### config.mk
export PLATFORM = sky130hd
export DESIGN_NAME = bus_master_arb_mux
export DESIGN_NICKNAME = d
export VERILOG_FILES = /design/src/rtl/bus_master_arb_mux.sv
export SDC_FILE = /design/constraint.sdc
export NUM_CORES = 1
export LEC_CHECK = 0
export BUFFER_PORTS_ARGS = -buffer_cell sky130_fd_sc_hd__buf_2
export CAP_MARGIN = 25
export CORE_AREA = 2 2 129 131
export DETAILED_ROUTE_END_ITERATION = 8
export DIE_AREA = 0 0 131 133
export GPL_TIMING_DRIVEN = 1
export SETUP_SLACK_MARGIN = 0.1
export SLEW_MARGIN = 10
export SYNTH_ARGS = -nofsm -noshare
export SYNTH_HDL_FRONTEND = slang
export SYNTH_SLANG_ARGS = --single-unit
### constraint.sdc
create_clock -name clk -period 4.2 [get_ports clk]
set_input_delay 0.42 -clock clk [delete_from_list [all_inputs] [get_ports clk]]
set_output_delay 0.42 -clock clk [all_outputs]
set_load 0.01 [all_outputs]
### src/rtl/bus_master_arb_mux.sv
// Shared-bus master arbiter with registered active-low one-hot grants and
// a combinational master-to-slave mux driven from the registered owner.
module bus_master_arb_mux #(
  parameter int unsigned N_MASTERS = 4,
  parameter int unsigned ADDR_W    = 30,
  parameter int unsigned DATA_W    = 32,
  parameter int unsigned ARB_MODE  = 1,
  parameter int unsigned MAX_HOLD  = 0
) (
  input  logic                          clk,
  input  logic                          reset,
  input  logic [N_MASTERS-1:0]          m_req_,
  input  logic [N_MASTERS*ADDR_W-1:0]   m_addr,
  input  logic [N_MASTERS-1:0]          m_as_,
  input  logic [N_MASTERS-1:0]          m_rw,
  input  logic [N_MASTERS*DATA_W-1:0]   m_wr_data,
  output logic [N_MASTERS-1:0]          m_grnt_,
  output logic [ADDR_W-1:0]             s_addr,
  output logic                          s_as_,
  output logic                          s_rw,
  output logic [DATA_W-1:0]             s_wr_data
);

  localparam int unsigned OW = (N_MASTERS > 1) ? $clog2(N_MASTERS) : 1;
  localparam int unsigned HW = (MAX_HOLD > 0) ? $clog2(MAX_HOLD + 1) : 1;

  typedef enum logic {ST_IDLE, ST_OWNED} state_t;

  state_t               r_state, w_state_nxt;
  logic [OW-1:0]        r_owner, w_owner_nxt;
  logic [HW-1:0]        r_hold, w_hold_nxt;
  logic [OW-1:0]        r_rr_ptr, w_rr_ptr_nxt;
  logic [N_MASTERS-1:0] r_grnt_, w_grnt_nxt;
  logic [N_MASTERS-1:0] w_cand;
  logic [OW-1:0]        w_idx;
  logic [OW-1:0]        w_winner;
  logic                 w_found;
  logic                 w_preempt;
  logic                 w_take;
  logic                 w_owner_valid;

  // Winner search; the current owner never competes (release or preemption).
  always_comb begin
    w_cand = ~m_req_;
    if (r_state == ST_OWNED) w_cand[r_owner] = 1'b0;
    w_found  = 1'b0;
    w_winner = '0;
    w_idx    = '0;
    for (int unsigned k = 0; k < N_MASTERS; k++) begin
      if (ARB_MODE == 0) w_idx = OW'(k);
      else               w_idx = OW'((32'(r_rr_ptr) + k) % N_MASTERS);
      if (!w_found && w_cand[w_idx]) begin
        w_found  = 1'b1;
        w_winner = w_idx;
      end
    end
  end

  assign w_preempt = (MAX_HOLD != 0) && (r_hold == HW'(MAX_HOLD - 1));

  // Next-state, next owner, hold counter and RR pointer.
  always_comb begin
    w_state_nxt  = r_state;
    w_owner_nxt  = r_owner;
    w_hold_nxt   = r_hold;
    w_rr_ptr_nxt = r_rr_ptr;
    w_take       = 1'b0;
    w_grnt_nxt   = '1;
    case (r_state)
      ST_IDLE: w_take = w_found;
      ST_OWNED: begin
        if (m_req_[r_owner]) begin
          w_take = w_found;
          if (!w_found) begin
            w_state_nxt = ST_IDLE;
            w_hold_nxt  = '0;
          end
        end else if (w_preempt && w_found) begin
          w_take = 1'b1;
        end else if (r_hold != HW'(MAX_HOLD)) begin
          w_hold_nxt = r_hold + HW'(1);
        end
      end
      default: w_state_nxt = ST_IDLE;
    endcase
    if (w_take) begin
      w_state_nxt  = ST_OWNED;
      w_owner_nxt  = w_winner;
      w_hold_nxt   = '0;
      w_rr_ptr_nxt = (w_winner == OW'(N_MASTERS - 1)) ? '0 : w_winner + OW'(1);
    end
    if (w_state_nxt == ST_OWNED) w_grnt_nxt[w_owner_nxt] = 1'b0;
  end

  always_ff @(posedge clk) begin
    if (reset) begin
      r_state  <= ST_IDLE;
      r_owner  <= '0;
      r_hold   <= '0;
      r_rr_ptr <= '0;
      r_grnt_  <= '1;
    end else begin
      r_state  <= w_state_nxt;
      r_owner  <= w_owner_nxt;
      r_hold   <= w_hold_nxt;
      r_rr_ptr <= w_rr_ptr_nxt;
      r_grnt_  <= w_grnt_nxt;
    end
  end

  assign m_grnt_       = r_grnt_;
  assign w_owner_valid = (r_state == ST_OWNED);

  // Slave side follows the owner's live inputs; idle bus reads as a parked READ.
  always_comb begin
    s_addr    = '0;
    s_as_     = 1'b1;
    s_rw      = 1'b1;
    s_wr_data = '0;
    if (w_owner_valid) begin
      s_addr    = m_addr[32'(r_owner)*ADDR_W +: ADDR_W];
      s_as_     = m_as_[r_owner];
      s_rw      = m_rw[r_owner];
      s_wr_data = m_wr_data[32'(r_owner)*DATA_W +: DATA_W];
    end
  end

endmodule

==> flow_metrics.py, run 1 <==
metrics = {
    "status": {
        "status": "complete, no violations",
    },
    "finish": {
        "drive_above_1_share": 0.793,
        "fin_util": 0.280,
        "antenna_cells": 0,
        "final_cells": 746,
        "layout_commonest_cell": "buf_2",
        "finalNetCount": 790,
        "area_delta_synth_final_pct": 73.3,
        "final_cell_area_um2": 4520,
        "final_cell_mix": "329 x buf_2, 64 x mux4_2, 64 x and2_1, 6 x dfxtp_1",
    },
    "power": {
        "p_int_w": 0.000818,
        "p_clk_frac": 0.126,
        "power_density_nw_per_um2": 295,
        "swShare": 0.387,
        "leakage_nw": 2.16,
        "power.switching_w": 0.000517,
        "seq_power_share": 0.178,
        "power_frac_comb": 0.696,
        "ir_worst_vdd_uv": 298,
    },
    "route": {
        "viasPerCell": 4.44,
        "wl_per_cell_um": 16.9,
        "ant_nets": 0,
        "drtPass1Iterations": 4,
        "drc": 0,
        "num_vias": 3313,
        "routed_wl_um": 12600,
        "drt_iter0_markers": 191,
    },
    "placement": {
        "post_dp_cell_area_um2": 4440,
        "numPortBuffers": 329,
        "hpwl_um": 10600,
        "dpl.cell_count": 742,
        "place.gp.congestion": 0.875,
    },
    "die": {
        "initial_utilization": 0.161,
        "die_h_um": 133,
        "io_pins": 330,
        "coreArea_um2": 16200,
        "row_count": 47,
        "die_w_um": 131,
        "die-area_um2": 17400,
    },
    "global_route": {
        "grt_pass1_wl_um": 17800,
        "antenna_found_initial": 1,
        "grt_usage": 0.130,
        "grt_max_degree": 74,
        "first_global_vias": 3275,
        "grt-ovfl-total": 0,
    },
    "yosys": {
        "synth_top_family_by_area": "multiplexers",
        "yosysWarnings": 0,
        "synth-seq-cells": 9,
        "yosys-top-cells-area": "mux4_2 55%, and2_1 15%, dfxtp_1 6.9%, clkbuf_1 1.4%, buf_2 1.3%",
        "synthCells": 214,
        "synth-compound-area-share": 0.0997,
        "synthSimpleGateAreaFrac": 0.205,
        "yosysTopAreaCell": "mux4_2",
        "postSynthAreaPerCell_um2": 12.2,
        "synth_xor_area_frac": 0,
        "ys_seq_area_frac": 0.0690,
        "synth.area.mux_share": 0.570,
        "synthAdderAreaFrac": 0.00479,
        "syn_nets": 477,
        "synth_area_um2": 2610,
        "ys_types": 42,
        "synth_top_area_share": 0.552,
    },
    "worst_setup_path": {
        "worstPathRequired_ps": 3780,
        "crit_fanout": 39,
        "critical_path_depth": 4,
        "timing.rr.start": "r_owner[1]",
        "r2r_end": "r_rr_ptr[0]",
        "cp-start-kind": "flop",
        "slowest_stage": "dfxtp_4",
        "cp.arrival_ps": 2280,
        "worst-path-buf-inv": 2,
        "worstSetupPathType": "reg2out",
        "end_kind": "output pin",
        "cp_cell_sequence": "buf_12 > mux4_2 > and2_1 > buf_2",
        "reg2reg_slack_ps": 1680,
        "rr_worst_depth": 6,
        "crit_end": "s_wr_data[12]",
        "critPathLaunch": "r_owner[0]",
        "slowest_delay_ps": 800,
        "crit_family": "flip-flops",
    },
    "hold_path": {
        "hold_class": "in2reg",
    },
    "flow_run": {
        "cap_viol_max_count": 0,
    },
    "clock_tree": {
        "ctsResizeCount": 0,
        "worstSkewPairLatency_ps": 230,
        "clockBufferDepth": 2,
        "cts-root-buf": "clkbuf_16",
        "postCtsSetupRepairBufs": 0,
        "clock-sinks": 9,
        "cts_buffers": 3,
        "path_clk_slew_ps": 40,
        "htreeDepth": 1,
        "cts_hold_buf": 0,
        "tritoncts": "done",
    },
    "sta": {
        "whs_ps": 430,
        "hold_viol_final": 0,
        "grt_setup_unrepaired": "no",
        "clock_skew_ps": 1.28,
        "fmax_mhz": 370,
        "maxSlewHeadroom": 0.313,
        "min_period_over_period": 0.643,
        "post-route-min-period_ps": 2700,
        "setup_viol": 0,
        "worstMarginPinSlew_ps": 1030,
        "tns_ps": 0,
        "drv_slew": 0,
    },
}
==> synthesized netlist by cell type <==
cell type	count
o22ai_1	2
mux2_4	1
and3b_2	1
mux4_2	64
nand4b_1	1
a32o_1	1
and2_1	64
or2_1	1
nand2_1	3
inv_1	3
a21oi_1	2
nor2_2	1
o211ai_1	2
nor2b_1	2
clkbuf_1	10
buf_6	2
a32o_2	1
nor3b_2	1
a211oi_2	1
ha_1	1
a22oi_4	1
a31oi_2	1
o211ai_2	1
dfxtp_1	9
mux2i_1	3
o41ai_2	1
nor2_1	3
nand2b_1	3
buf_4	4
o21bai_4	1
o21ai_2	2
nand2_2	1
a32oi_4	1
a2bb2oi_1	1
o21ba_4	1
or3_1	2
buf_2	7
nand3_1	2
o32ai_1	2
nand3b_1	1
o21ai_1	2
o211a_1	1
==> cell type report <==
class                   instances  area (um2)
well taps                     220         275
flip-flops and latches          9         189
multi-input cells             179        2290
fillers                      1689       11600
clock buffers                   4        78.8
inverters                       3        11.3
repair buffers                331        1670
==> power by group through the flow <==
stage | Combinational [W] | Sequential, W | Clock, W
final | 0.000929 | 0.000238 | 0.000169
after detailed placement | 0.000936 | 0.000243 | 0
after global routing | 0.00102 | 0.000254 | 0.000180
after global placement | 0.000930 | 0.000241 | 0
after floorplan | 0.000735 | 0.000125 | 0
after CTS | 0.000941 | 0.000243 | 0.000172
==> cell families (layout without fill, tap and decap cells) <==
| group | Yosys count | count (layout) |
|---|---|---|
| multiplexers | 68 | 68 |
| AO/OA/AOI/OAI | 24 | 24 |
| flip-flops | 9 | 9 |
| AND/OR/NAND/NOR | 86 | 86 |
| adder cells (fa/ha/maj) | 1 | 1 |
| buffers and inverters | 26 | 338 |
==> per-stage QoR <==
step / worst slack, ps / total power (W)
2_1_floorplan: 2220 / 0.000860
3_3_place_gp: 1680 / 0.00117
3_5_place_dp: 1670 / 0.00118
4_1_cts: 1440 / 0.00136
5_1_grt: 1310 / 0.00145
6_report: 1500 / 0.00134
==> worst min path at each step <==
| stage | startpoint | end | slack (ps) | cells after the start |
|---|---|---|---|---|
| floorplan | r_rr_ptr[0] | r_rr_ptr[0] | 470 | 2 |
| global placement | r_rr_ptr[0] | r_rr_ptr[0] | 520 | 2 |
| detailed placement | r_rr_ptr[0] | r_rr_ptr[0] | 530 | 2 |
| CTS | reset | r_state | 420 | 2 |
| global route | reset | r_state | 440 | 2 |
| finish | reset | r_state | 430 | 2 |
==> worst reg2reg max path, cell delays in order, from the launching register on <==
cell and delay (ps):
dfxtp_4 1020, a31oi_2 280, or3_1 460, nand2_2 110, nor2_2 60, ha_1 190
o41ai_2 320
==> flip-flops by register name, summed over array words and instances (netlist names) <==
signal and count:
m_grnt_ 4, r_owner 2, r_rr_ptr 2, r_state 1
==> metal layers <==
layer	track usage	share of wire	wire [um]
met5	0	0.0013	16
met4	0.0106	0.0045	56
met3	0.0251	0.085	1070
met2	0.230	0.50	6320
met1	0.171	0.41	5120
(Power assumes the default switching activity.)
==> run 2, diff against run 1 <==
clock period = 2.3 ns   (was 4.2 ns; I/O delays follow)
==> run 2 against run 1 <==
Effect of this change:
- first-iteration DRC count is 15% lower
- critical path type unchanged
- largest power group unchanged
- via count is 0.85% lower
- register-to-register slack worse by 1300 ps
- critical path depth stayed put
- worst hold slack worse by 200 ps
- die area stayed put
- cell count is 0.67% higher
- sequential share of layout area is 0.057 points lower
- setup slack worse by 1300 ps
- wire length is 1.3% higher
==> flow_metrics.py, run 2 (synthesized netlist as in run 1, its figures left out) <==
metrics = {
    "route": {
        "routed_wl_um": 12700,
        "num_vias": 3285,
        "wl_per_cell_um": 17.0,
        "drtPass1Iterations": 4,
        "ant_nets": 0,
        "drt_iter0_markers": 163,
        "viasPerCell": 4.37,
        "drc": 0,
    },
    "sta": {
        "hold_viol_final": 0,
        "maxSlewHeadroom": 0.779,
        "min_period_over_period": 0.915,
        "tns_ps": 0,
        "setup_viol": 0,
        "post-route-min-period_ps": 2110,
        "worst_slack_ps": 195,
        "fmax_mhz": 475,
        "grt_setup_unrepaired": "yes",
        "drv_slew": 0,
        "worstMarginPinSlew_ps": 322,
        "clock_skew_ps": 2.52,
    },
    "global_route": {
        "grt_pass1_wl_um": 17900,
        "grtUsageMet1": 0.176,
        "grt_usage": 0.131,
        "grt.busiest_layer": "met2",
        "first_global_vias": 3324,
        "grt-ovfl-total": 0,
        "use_met3": 0.0170,
        "grt.met2_usage": 0.233,
        "grt_max_degree": 36,
        "antenna_found_initial": 0,
    },
    "status": {
        "status": "complete, no violations",
    },
    "worst_setup_path": {
        "cp_cell_sequence": "buf_12 > mux4_2 > and2_1 > buf_2",
        "cp-start-kind": "flop",
        "worstSetupPathType": "reg2out",
        "slowest_delay_ps": 530,
        "crit_fanout": 30,
        "crit_family": "multiplexers",
        "critical_path_depth": 4,
        "end_kind": "output pin",
        "worst-path-buf-inv": 2,
        "cp.arrival_ps": 1880,
        "critPathLaunch": "r_owner[0]",
        "crit_end": "s_wr_data[10]",
        "reg2reg_slack_ps": 380,
        "worstPathRequired_ps": 2070,
        "slowest_stage": "mux4_2",
        "r2r_end": "r_rr_ptr[1]",
        "timing.rr.start": "r_state",
        "rr_worst_depth": 8,
    },
    "clock_tree": {
        "worstSkewPairLatency_ps": 240,
        "cts_hold_buf": 0,
        "clock-sinks": 9,
        "clockBufferDepth": 2,
        "postCtsSetupRepairBufs": 0,
        "htreeDepth": 1,
        "ctsResizeCount": 0,
        "path_clk_slew_ps": 40,
        "cts_buffers": 3,
        "tritoncts": "done",
        "cts-root-buf": "clkbuf_16",
    },
    "finish": {
        "largest_reg_flops": 4,
        "finalNetCount": 795,
        "layout_commonest_cell": "buf_2",
        "drive_above_1_share": 0.797,
        "final_cell_mix": "329 x buf_2, 64 x mux4_2, 64 x and2_1, 6 x dfxtp_1, 4 x buf_4",
        "antenna_cells": 0,
        "final_cell_area_um2": 4580,
        "n_fill_cell": 1725,
        "area_delta_synth_final_pct": 75.6,
    },
    "hold_path": {
        "hold_class": "in2reg",
    },
    "flow_run": {
        "cap_viol_max_count": 0,
    },
    "die": {
        "die_w_um": 131,
        "die_h_um": 133,
        "die-area_um2": 17400,
        "initial_utilization": 0.161,
        "coreArea_um2": 16200,
        "io_pins": 330,
        "row_count": 47,
    },
    "placement": {
        "hpwl_um": 11000,
        "numPortBuffers": 329,
        "post_dp_cell_area_um2": 4490,
        "place.gp.congestion": 0.902,
        "dp_slack_ps": 337,
    },
    "power": {
        "power_density_nw_per_um2": 543,
        "ir_worst_vdd_uv": 396,
        "leakage_nw": 2.20,
    },
}
[run 2: final cells by class]
| cell class | instances | area, um2 | share of cell area |
|---|---|---|---|
| inverters | 3 | 11.3 | 0.00246 |
| clock inverters | 1 | 5.00 | 0.00109 |
| repair buffers | 336 | 1740 | 0.379 |
| flip-flops and latches | 9 | 189 | 0.0412 |
| multi-input cells | 179 | 2290 | 0.500 |
| well taps | 220 | 275 | 0.0600 |
| clock buffers | 3 | 75.1 | 0.0164 |
[run 2: worst min path at each step]
stage | cells past startpoint | slack, ps | endpoint | startpoint
after floorplan | 1 | 300 | r_state | reset
after global placement | 2 | 480 | r_state | reset
after detailed placement | 2 | 470 | r_state | reset
after CTS | 2 | 230 | r_state | reset
after global routing | 2 | 260 | r_state | reset
final | 2 | 230 | r_state | reset
[run 2: report_power, final]
group          total (W)  leakage, nW  switching (W)  internal, W
Clock           0.000304       0.0409      0.0000750     0.000229
Combinational    0.00190         2.08       0.000804      0.00110
Sequential      0.000284       0.0758      0.0000821     0.000202
Total            0.00249         2.20       0.000961      0.00153
[run 2: routing by layer]
metal | vias up | share of wire
li1 | 1503 | -
met4 | 0 | 0.0040
met2 | 191 | 0.50
met1 | 1583 | 0.42
met5 | - | 0
met3 | 8 | 0.079
[run 2: worst register-to-register path: cells and delay by family, from the launching register on]
kind	cells	cell delay, ps
and+or+nand+nor	3	390
AOI/OAI and AO/OA	2	290
buffers and inverters	1	330
adders and majority gates	1	250
muxes	1	130
DFF	1	420
[run 2: through the flow]
step           power [W]  cells  hold WS (ps)   util
6_report         0.00249    751           228  0.283
5_1_grt          0.00268    751           255  0.283
4_1_cts          0.00251    751           229  0.283
3_5_place_dp     0.00220    747           473  0.278
3_3_place_gp     0.00218    747           481  0.278
2_1_floorplan    0.00157    214           299      -
